### config.mk
export PLATFORM = sky130hd
export DESIGN_NAME = cpu_0_oci_dct_unpacker_flat
export DESIGN_NICKNAME = d
export VERILOG_FILES = /design/src/rtl/cpu_0_oci_dct_unpacker_if.sv /design/src/rtl/cpu_0_oci_dct_unpacker.sv /design/src/flat_wrapper.sv
export SDC_FILE = /design/constraint.sdc
export NUM_CORES = 1
export LEC_CHECK = 0
export CAP_MARGIN = 20
export CORE_ASPECT_RATIO = 2
export CORE_MARGIN = 2
export CORE_UTILIZATION = 53
export DETAILED_ROUTE_END_ITERATION = 6
export PLACE_DENSITY = 0.8
export SYNTH_ARGS = -nofsm -noshare
export SYNTH_HDL_FRONTEND = slang
export SYNTH_SLANG_ARGS = --single-unit
### constraint.sdc
create_clock -name clk -period 2.45 [get_ports clk]
set_clock_uncertainty 0.05 [all_clocks]
set_input_delay 0.735 -clock clk [delete_from_list [all_inputs] [get_ports clk]]
set_output_delay 0.735 -clock clk [all_outputs]
set_load 0.02 [all_outputs]
### src/rtl/cpu_0_oci_dct_unpacker_if.sv
// Trace word in / code stream out bundle for the OCI DCT unpacker.
// The producer/consumer side uses master; the unpacker uses slave.
interface cpu_0_oci_dct_unpacker_if #(
    parameter int BUF_W = 30
);
    logic [BUF_W-1:0] dct_buffer;
    logic [3:0]       dct_count;
    logic             dct_load;
    logic [1:0]       frame_data;
    logic             frame_valid;
    logic             frame_ready;
    logic             frame_last;
    logic             busy;
    logic             overrun;
    logic             overrun_clr;

    modport master (
        output dct_buffer, dct_count, dct_load, frame_ready, overrun_clr,
        input  frame_data, frame_valid, frame_last, busy, overrun
    );

    modport slave (
        input  dct_buffer, dct_count, dct_load, frame_ready, overrun_clr,
        output frame_data, frame_valid, frame_last, busy, overrun
    );
endinterface

### src/rtl/cpu_0_oci_dct_unpacker.sv
// Replays packed 2-bit DCT codes one per handshake, oldest first.
// Holds one active word being shifted out and one pending word behind it.
//
// state | meaning
// IDLE  | no active word, nothing presented downstream
// SHIFT | active word presenting shreg[1:0], pending slot may be occupied
module cpu_0_oci_dct_unpacker #(
    parameter int BUF_W   = 30,
    parameter int MAX_CNT = 15
) (
    input  logic                     clk,
    input  logic                     reset,
    cpu_0_oci_dct_unpacker_if.slave  bus
);
    localparam int CNT_W = $clog2(MAX_CNT + 1);
    localparam int SH_W  = $clog2(BUF_W + 1);

    typedef enum logic {IDLE, SHIFT} state_t;

    state_t           state;
    logic [BUF_W-1:0] shreg;
    logic [BUF_W-1:0] pend_buf;
    logic [CNT_W-1:0] remain;
    logic [CNT_W-1:0] pend_cnt;
    logic             pend_full;
    logic             overrun_r;
    logic             busy_r;

    logic [SH_W-1:0]  shamt;
    logic [BUF_W-1:0] aligned;
    logic             load_ok;
    logic             hs;
    logic             end_word;

    // Newest code sits at the top, so right-aligning puts the oldest at [1:0].
    assign shamt    = SH_W'(BUF_W - 2 * int'(bus.dct_count));
    assign aligned  = bus.dct_buffer >> shamt;
    assign load_ok  = bus.dct_load && (bus.dct_count != '0);
    assign hs       = (state == SHIFT) && bus.frame_ready;
    assign end_word = hs && (remain == CNT_W'(1));

    always_ff @(posedge clk or posedge reset) begin
        if (reset) begin
            state     <= IDLE;
            shreg     <= '0;
            pend_buf  <= '0;
            remain    <= '0;
            pend_cnt  <= '0;
            pend_full <= 1'b0;
            overrun_r <= 1'b0;
            busy_r    <= 1'b0;
        end else begin
            if (bus.overrun_clr) begin
                overrun_r <= 1'b0;
            end
            case (state)
                IDLE: begin
                    if (load_ok) begin
                        shreg  <= aligned;
                        remain <= bus.dct_count;
                        state  <= SHIFT;
                        busy_r <= 1'b1;
                    end else begin
                        busy_r <= 1'b0;
                    end
                end
                SHIFT: begin
                    if (end_word) begin
                        if (pend_full) begin
                            shreg     <= pend_buf;
                            remain    <= pend_cnt;
                            pend_full <= load_ok;
                            busy_r    <= 1'b1;
                            if (load_ok) begin
                                pend_buf <= aligned;
                                pend_cnt <= bus.dct_count;
                            end
                        end else if (load_ok) begin
                            // Word arriving on the final handshake goes straight to active: no bubble.
                            shreg  <= aligned;
                            remain <= bus.dct_count;
                            busy_r <= 1'b1;
                        end else begin
                            shreg  <= '0;
                            remain <= '0;
                            state  <= IDLE;
                            busy_r <= 1'b0;
                        end
                    end else begin
                        busy_r <= 1'b1;
                        if (hs) begin
                            shreg  <= shreg >> 2;
                            remain <= remain - CNT_W'(1);
                        end
                        if (load_ok) begin
                            if (!pend_full) begin
                                pend_buf  <= aligned;
                                pend_cnt  <= bus.dct_count;
                                pend_full <= 1'b1;
                            end else begin
                                overrun_r <= 1'b1;
                            end
                        end
                    end
                end
                default: state <= IDLE;
            endcase
        end
    end

    assign bus.frame_valid = (state == SHIFT);
    assign bus.frame_data  = shreg[1:0];
    assign bus.frame_last  = (state == SHIFT) && (remain == CNT_W'(1));
    assign bus.busy        = busy_r;
    assign bus.overrun     = overrun_r;
endmodule

### src/flat_wrapper.sv
// flat-port wrapper written by rule: the top's interface ports become plain ports
module cpu_0_oci_dct_unpacker_flat 
#(
    parameter int BUF_W   = 30,
    parameter int MAX_CNT = 15
)
  (clk, reset, bus_dct_buffer, bus_dct_count, bus_dct_load, bus_frame_ready, bus_overrun_clr, bus_frame_data, bus_frame_valid, bus_frame_last, bus_busy, bus_overrun);
  cpu_0_oci_dct_unpacker_if #(.BUF_W(BUF_W)) bus_i ();
  input  logic clk;
  input  logic reset;
  input wire logic [$bits(bus_i.dct_buffer)-1:0] bus_dct_buffer;
  input wire logic [$bits(bus_i.dct_count)-1:0] bus_dct_count;
  input wire logic [$bits(bus_i.dct_load)-1:0] bus_dct_load;
  input wire logic [$bits(bus_i.frame_ready)-1:0] bus_frame_ready;
  input wire logic [$bits(bus_i.overrun_clr)-1:0] bus_overrun_clr;
  output wire logic [$bits(bus_i.frame_data)-1:0] bus_frame_data;
  output wire logic [$bits(bus_i.frame_valid)-1:0] bus_frame_valid;
  output wire logic [$bits(bus_i.frame_last)-1:0] bus_frame_last;
  output wire logic [$bits(bus_i.busy)-1:0] bus_busy;
  output wire logic [$bits(bus_i.overrun)-1:0] bus_overrun;
  assign bus_i.dct_buffer = bus_dct_buffer;
  assign bus_i.dct_count = bus_dct_count;
  assign bus_i.dct_load = bus_dct_load;
  assign bus_i.frame_ready = bus_frame_ready;
  assign bus_i.overrun_clr = bus_overrun_clr;
  assign bus_frame_data = bus_i.frame_data;
  assign bus_frame_valid = bus_i.frame_valid;
  assign bus_frame_last = bus_i.frame_last;
  assign bus_busy = bus_i.busy;
  assign bus_overrun = bus_i.overrun;
  cpu_0_oci_dct_unpacker #(.BUF_W(BUF_W), .MAX_CNT(MAX_CNT)) u_core (.clk(clk), .reset(reset), .bus(bus_i));
endmodule
; ---- Word-level counts from Yosys, hierarchy flattened
; Index checks and enable logic that the tools add are counted.
[totals]
latch_bits = 0
elab_cells = 58
mem_bits_rw = 0
input_bits = 39
reg_bits = 71
romBits = 0
mem_count = 0
output_inout_bits = 6
[op_classes]
eq_ne = 6
reduce_logical = 9
addsub = 2
mux = 32
div = 0
n_mul = 0
n_shift = 1
magnitude_cmp = 0
bitwise = 1
[ops]
columns = cell, n
row1 = $mux 30, 9
row2 = $pmux 30 s2, 1
row3 = $mux 4, 9
row4 = $shr 30x5->30, 1
row5 = $mux 1, 11
row6 = $pmux 4 s2, 1
row7 = $reduce_and 5->1, 1
row8 = $sub 5x5->5 const A, 1
row9 = $eq 4x1->1 const B, 1
row10 = $logic_and 1x1->1, 4
row11 = $ne 2x1->1 const B, 2
row12 = $ne 2x2->1 const B, 2
row13 = $reduce_and 2->1, 2
row14 = $reduce_bool 4->1, 1
row15 = $sub 4x1->4 const B, 1
row16 = $ne 3x3->1 const B, 1
row17 = $pmux 1 s2, 1
row18 = $reduce_bool 2->1, 1
row19 = $not 1->1, 1

; ---- Depth between registers and ports, before layout
; Gate-level depths: netlist (run 1).
[depth]
depth_word = 6
depth_mapped = 10
ltp_nobuf = 7

; ---- Worst setup path after synthesis (run 1)
; OpenSTA, ideal clock, no wires.
[synth_path]
path_type = register to output
from = register u_core.bus.busy (netlist name)
to = output port bus_frame_last
required_time_ps = 1665
n_path_buf = 3
stages_incl_launch_ff = 5
t_arrival_ps = 1581
setup_slack_ps = 84
path_cell_list = dfrtp_1 > clkbuf_1 > buf_1 > clkbuf_1 > and2_1
[synth_rtl]
columns = element, line
row1 = to (decl), flat_wrapper.sv:18  ; output wire logic [$bits(bus_i.frame_last)-1:0] bus_frame_last;

; ---- Worst setup path after layout (run 1)
[layout_path]
from = input port bus_dct_buffer[20]
to = register u_core.shreg[10]
[layout_via]
elab_chain_len = 5
elab_cells_between_ends = 6
classes_between = shift: 1 / mux: 5
[layout_lines]
columns = element, line
row1 = from (decl), flat_wrapper.sv:11  ; input wire logic [$bits(bus_i.dct_buffer)-1:0] bus_dct_buffer;
row2 = $shr 30x5->30 (*), cpu_0_oci_dct_unpacker.sv:37  ; assign aligned = bus.dct_buffer >> shamt;
row3 = $mux 30, cpu_0_oci_dct_unpacker.sv:78  ; end else if (load_ok) begin
row4 = $mux 30, cpu_0_oci_dct_unpacker.sv:69  ; if (pend_full) begin
row5 = $mux 30, cpu_0_oci_dct_unpacker.sv:68  ; if (end_word) begin
row6 = $pmux 30 s2 (*), cpu_0_oci_dct_unpacker.sv:56  ; case (state)
row7 = to (signal assigned), cpu_0_oci_dct_unpacker.sv:59  ; shreg <= aligned;
row8 = to (signal assigned), cpu_0_oci_dct_unpacker.sv:70  ; shreg <= pend_buf;
row9 = to (signal assigned), cpu_0_oci_dct_unpacker.sv:80  ; shreg <= aligned;
row10 = to (decl), cpu_0_oci_dct_unpacker.sv:21  ; logic [BUF_W-1:0] shreg;
; Every way passes the cells marked *; elsewhere a longest branch is shown, timed or not. The select of a mux whose other input is x is not followed.
; A chain may end at the register's enable or synchronous reset.

==> metrics.txt, run 1 <==
yosys warns 0; final hold violations 0; Seq cells post-synth 71; sequential power share 0.395; DR pass1 iterations 5; max_cap viols 0; Slew HR 0.682; CTS Root Cell clkbuf_16; GRT overflow 0; Slowest-stage cell, CP mux4_2; sequential area share after synthesis 0.348; CTS tree done; Synth cell types 60; Slew Limit Fails 0; largest cells by area after synthesis dfrtp_1 35%, mux4_2 10%, nand2_1 7.4%; Cell Chain, Critical Path clkdlybuf4s50_1, mux4_2, a221oi_1, buf_4, nor2_1, o22a_1; post-route ant nets 0; Int Pwr 0.00321 W; Sw Share 0.333; final setup violation count 0; Leak Pwr 2.86 nW; Routed WL 16.8 mm; Sink Count 71; placed insts 783; Final Util 0.717; crit path buf inv count 2; status finished clean; post-DP HPWL 12.5 mm; design area 6730 um2; Max Buffers Root-to-Sink 2; Peak Freq 413 MHz; total CTS buffers 9; sum of negative setup slack 0 ps; # IOs 45; Synth Net Count 615; Clk pwr share 0.273; total track usage 0.345; die height 143 um; Least-Margin Pin Slew 475 ps; top cell type's share of synthesized area 0.348; slowest stage delay, CP 540 ps; antenna violations before repair 0; PwrDens 714 nW/um2; die area 10500 um2; Final nets 731; number of synthesized flops with an enable pin 0; Yosys top cell by area dfrtp_1; Tmin final 2420 ps; Worst-Skew Late Latency 340 ps; PortBufs 44; first-pass GRT wire length 27.5 mm; pin count of the biggest net entering global routing 72; Worst Setup Start Kind input pin; Area after DPL 6400 um2; Layout area overhead 31.9%; share of cells above drive strength 1 0.272; GP Congestion 0.920; fin cells 799; Synth Area per Inst 8.89 um2; number of remaining DRC errors 0; crit path kind input pin to flop; combinational share of power 0.332; most common cell in the netlist nand2_1; Hold WS 415 ps; HP Class flop to flop; Crit path arrival time 2590 ps; Worst Path Max Fanout 4; ant diodes 0; VDD IR max 0.426 mV; critical path capture point type flop; Cells after Synth 574; Post-synth top cells 101 x nand2_1, 71 x dfrtp_1, 43 x o21ai_0, 39 x nor2_1, 37 x a21oi_1; Syn Std Cell Area 5100 um2; Detailed Route Iter0 Violations 673; vias in the first global route 5475; H-tree depth 3; CP top delay family buffers and inverters; Die W 73.4 um; detailed-route wire length per cell 21.0 um; DR vias 5302; period utilisation layout 0.988; CTS clock-pin slew for the worst setup and hold paths 60 ps; ys async rst share 1.00; number of core rows 50; Initial Util 0.544; Core ar. 9380 um2; Worst EP required 2620 ps; sw power 0.00160 W; prevailing post-synth register cell dfrtp_1; via/cell ratio 6.64; cts hold-fix bufs 0
metal layers:
layer | share of wire | GRT usage | up-vias
met5 | 0 | 0 | -
met4 | 0.068 | 0.207 | 0
met3 | 0.065 | 0.0628 | 99
met2 | 0.53 | 0.599 | 326
met1 | 0.34 | 0.378 | 2533
li1 | - | - | 2344
kinds of logic after synthesis:
| kind of cell | Yosys count | share of synthesized area |
|---|---|---|
| fa+ha+maj | 2 | 0.00490 |
| buf+inv | 67 | 0.0659 |
| flops | 71 | 0.348 |
| mux | 56 | 0.170 |
| simple gates | 201 | 0.177 |
| compound gates | 175 | 0.230 |
| xor+xnor | 2 | 0.00343 |
cell type report:
type	count	area [um2]
Clock inverter	3	42.5
Tap cell	104	130
Sequential cell	71	1780
Timing Repair Buffer	160	1450
Multi-Input combinational cell	436	3030
Fill cell	719	2650
Clock buffer	13	250
Inverter	12	48.8
path summary, 6_finish.rpt:
check	startpoint	to	slack (ps)	cells past startpoint
hold / removal	u_core.pend_buf[20]	u_core.pend_buf[20]	410	2
hold reg to reg	u_core.pend_buf[20]	u_core.pend_buf[20]	410	2
min in group asynchronous	reset	u_core.remain[0]	790	3
setup reg to reg	u_core.remain[1]	u_core.pend_buf[5]	120	8
setup / recovery	bus_dct_buffer[20]	u_core.shreg[10]	30	6
max in group asynchronous	reset	u_core.bus.overrun	1230	3
sequential cells by signal, summed over array words and instances, names as in the netlist:
signal              flops
u_core.pend_full        1
u_core.bus.busy         1
u_core.pend_buf        30
u_core.shreg           30
u_core.bus.overrun      1
u_core.remain           4
u_core.pend_cnt         4
stage by stage:
| stage | worst slack [ps] | total power, W |
|---|---|---|
| floorplan | 83.9 | 0.00281 |
| global route | -33.8 | 0.00506 |
| detailed placement | -318 | 0.00345 |
| CTS | 12.7 | 0.00477 |
| global placement | -293 | 0.00335 |
| finish | 29.8 | 0.00481 |
power groups by stage:
stage	registers, W	clock network [W]	logic (W)
finish	0.00190	0.00131	0.00159
global route	0.00194	0.00136	0.00176
CTS	0.00188	0.00132	0.00157
detailed placement	0.00189	0	0.00156
global placement	0.00185	0	0.00149
floorplan	0.00181	0	0.000997
timing repair:
action / in CTS / in global routing
endpoints found under the setup margin: 2 / 7
setup buffers: 0 / 0
resized for setup: 5 / 9
worst reg2reg max path: stages, from the launching register on:
cell,delay [ps]
dfrtp_1,380
inv_1,80
ha_1,190
or3b_4,400
or3_1,480
nand4_2,230
buf_6,210
nand2_1,90
o21ai_1,120
cell usage in the layout (no fill, tap or decap), types with 10 or more instances in the layout:
master and count:
a21oi_1 37, a31oi_1 17, buf_12 12, buf_4 103, clkdlybuf4s50_1 41, dfrtp_1 71
mux2_2 17, mux2i_1 16, mux4_2 23, nand2_1 101, nand3_1 29, nor2_1 39
o21ai_0 40, o22a_1 16, o31ai_1 10
Note: power is estimated with default switching activity, not from simulation.
==> inputs of run 2 (changes only) <==
- CTS_CLUSTER_SIZE: default -> 12
==> results of run 2 <==
Same layout as run 1: the final DEF is identical, and so are final timing and power.
==> inputs of run 3 (changes only) <==
- CORE_UTILIZATION: 53 -> 55
- clock period: 2.45 -> 2.88 ns (I/O delays scaled with it)
==> run 3 against run 2 <==
Net effect: combinational power is 23% lower; final area is 8.5% lower; critical path depth is 1 lower; global-route usage is 0.62 points lower; count of clock-buffer cells in the layout stayed put; sequential share of layout area is 2.5 points higher; sequential power is 15% lower; non-clock buffer count is 55 lower; final cell count is 7.4% lower.
==> metrics.txt, run 3 (same netlist as run 1, synthesis figures left out) <==
die area 10100 um2 (was 10500 um2); Peak Freq 376 MHz; Sw Share 0.334 (was 0.333); post-route ant nets 0 (unchanged); Tmin final 2660 ps; status finished clean (unchanged); Worst Min Path Start u_core.pend_buf[4] (was u_core.pend_buf[20]); detailed-route wire length per cell 21.9 um (was 21.0 um); Worst EP required 1970 ps (was 2620 ps); Hold WS 431 ps (was 415 ps); # IOs 45 (unchanged); Sink Count 71 (unchanged); sequential power share 0.421 (was 0.395); FF-to-FF setup slack 400 ps (was 120 ps); PortBufs 44 (unchanged); via/cell ratio 6.81 (was 6.64); die height 140 um (was 143 um); setup bufs post-CTS 0 (unchanged); Leak Pwr 2.55 nW (was 2.86 nW); Core ar. 9010 um2 (was 9380 um2); Slowest-stage cell, CP dfrtp_1 (was mux4_2); H-tree depth 3 (unchanged); Reg2Reg Capture Point u_core.pend_buf[25] (was u_core.pend_buf[5]); post-DP HPWL 12.0 mm (was 12.5 mm); PnR worst setup slack 223 ps (was 29.8 ps); GP Congestion 0.938 (was 0.920); biggest regs u_core.pend_buf (30), u_core.shreg (30) (unchanged); Worst Setup Start Kind flop (was input pin); ant diodes 0 (unchanged); commonest non-fill, non-tap cell in the layout nand2_1 (was buf_4); Max Buffers Root-to-Sink 2 (unchanged); sw power 0.00129 W (was 0.00160 W); crit path kind flop to output port (was input pin to flop); first-pass GRT wire length 26.1 mm (was 27.5 mm); critical path capture point type output port (was flop); Least-Margin Pin Slew 494 ps (was 475 ps); number of core rows 49 (was 50); Die W 72.1 um (was 73.4 um); Routed WL 16.2 mm (was 16.8 mm); dpl ws -94.0 ps (was -318 ps); Final nets 676 (was 731); Hold Path Depth 2 (unchanged); period utilisation layout 0.923; design area 6160 um2 (was 6730 um2); pin count of the biggest net entering global routing 55 (was 72); CTS Root Cell clkbuf_16 (unchanged); Initial Util 0.566 (was 0.544); max_cap viols 0 (unchanged); commonest cells after routing, fill and taps aside 101 x nand2_1, 71 x dfrtp_1, 56 x buf_4, 43 x o21ai_0, 41 x clkdlybuf4s50_1 (was 103 x buf_4, 101 x nand2_1, 71 x dfrtp_1, 41 x clkdlybuf4s50_1, 40 x o21ai_0); Slew Limit Fails 0 (unchanged); Detailed Route Iter0 Violations 598 (was 673); Hold Path End u_core.pend_buf[4] (was u_core.pend_buf[20]); Cell Chain, Critical Path inv_1, ha_1, nor3b_2, and2_1, dlygate4sd2_1 (was clkdlybuf4s50_1, mux4_2, a221oi_1, buf_4, nor2_1, o22a_1); Layout area overhead 20.7% (was 31.9%); share of cells above drive strength 1 0.201 (was 0.272); reg-to-reg startpoint u_core.remain[1] (unchanged); final hold violations 0 (unchanged); Worst Path Max Fanout 3 (was 4); CTS tree done (unchanged); Worst-Skew Late Latency 340 ps (about the same); worst reg-to-reg path cell count 8 (unchanged); vias in the first global route 5059 (was 5475); final setup violation count 0 (unchanged); GRT overflow 0 (unchanged); VDD IR max 0.362 mV (was 0.426 mV); sum of negative setup slack 0 ps (unchanged); DR vias 5041 (was 5302); Area after DPL 5890 um2 (was 6400 um2); antenna violations before repair 0 (unchanged); total track usage 0.339 (was 0.345); number of remaining DRC errors 0 (unchanged); combinational share of power 0.317 (was 0.332); HP Class flop to flop (unchanged); Clk pwr share 0.262 (was 0.273); PwrDens 625 nW/um2 (was 714 nW/um2); Slew HR 0.671 (was 0.682); total CTS buffers 9 (unchanged); Int Pwr 0.00256 W (was 0.00321 W); RSZ-0062 raised after global routing no; DR pass1 iterations 5 (unchanged); Crit path arrival time 1740 ps (was 2590 ps); CTS clock-pin slew for the worst setup and hold paths 60 ps (about the same); slowest stage delay, CP 390 ps (was 540 ps)
[run 3: cell count changes in the layout (fill, tap and decap cells not counted), moves of 2 or more]
cell and change:
buf_4 -47, clkinvlp_4 -2, o21ai_0 +3, o22ai_2 -2
o22ai_1 +2, buf_12 -7, o21ai_1 -2
[run 3: cell type report]
class                   instances  area [um2]
clock buffers                  13         260
clock inverters                 1        5.00
fillers                       723        2850
inverters                      12        45.0
multi-input cells             436        2990
flip-flops and latches         71        1780
well taps                     102         128
repair buffers                105         950
[run 3: repair_timing]
item                                    4_1_cts  5_1_grt
endpoints found under the setup margin        1        0
resized for setup                             1        0
hold buffers                                  0        0
[run 3: worst max-delay path by stage]
| stage | start | to | cells after the start |
|---|---|---|---|
| 2_1_floorplan | reset | u_core.bus.busy | 1 |
| 3_3_place_gp | bus_dct_buffer[21] | u_core.shreg[17] | 6 |
| 3_5_place_dp | bus_dct_buffer[25] | u_core.shreg[1] | 6 |
| 4_1_cts | u_core.remain[1] | bus_frame_last | 5 |
| 5_1_grt | u_core.remain[1] | bus_frame_last | 5 |
| 6_report | u_core.remain[1] | bus_frame_last | 5 |
[run 3: power groups by stage]
stage / logic, W / clock network, W / registers, W
2_1_floorplan: 0.000848 / 0 / 0.00154
3_3_place_gp: 0.00116 / 0 / 0.00160
3_5_place_dp: 0.00120 / 0 / 0.00162
4_1_cts: 0.00121 / 0.00101 / 0.00161
5_1_grt: 0.00136 / 0.00105 / 0.00165
6_report: 0.00122 / 0.00101 / 0.00162
[run 3: metrics by stage]
step | power (W) | instances | util
2_1_floorplan | 0.00239 | 574 | -
3_3_place_gp | 0.00276 | 726 | 0.654
3_5_place_dp | 0.00282 | 726 | 0.654
4_1_cts | 0.00383 | 740 | 0.683
5_1_grt | 0.00406 | 740 | 0.683
6_report | 0.00385 | 740 | 0.683
[run 3: routing by layer]
| layer | GRT usage | wire length [um] | up-vias |
|---|---|---|---|
| li1 | - | - | 2235 |
| met1 | 0.382 | 5340 | 2441 |
| met2 | 0.556 | 8390 | 285 |
| met3 | 0.0576 | 1160 | 80 |
| met4 | 0.253 | 1280 | 0 |
| met5 | 0 | 0 | - |
[run 3: critical path, delay by kind of cell, from the launching register on]
family	cells	cell delay, ps
buf+inv	2	450
fa+ha+maj	1	180
flops	1	390
simple gates	2	380
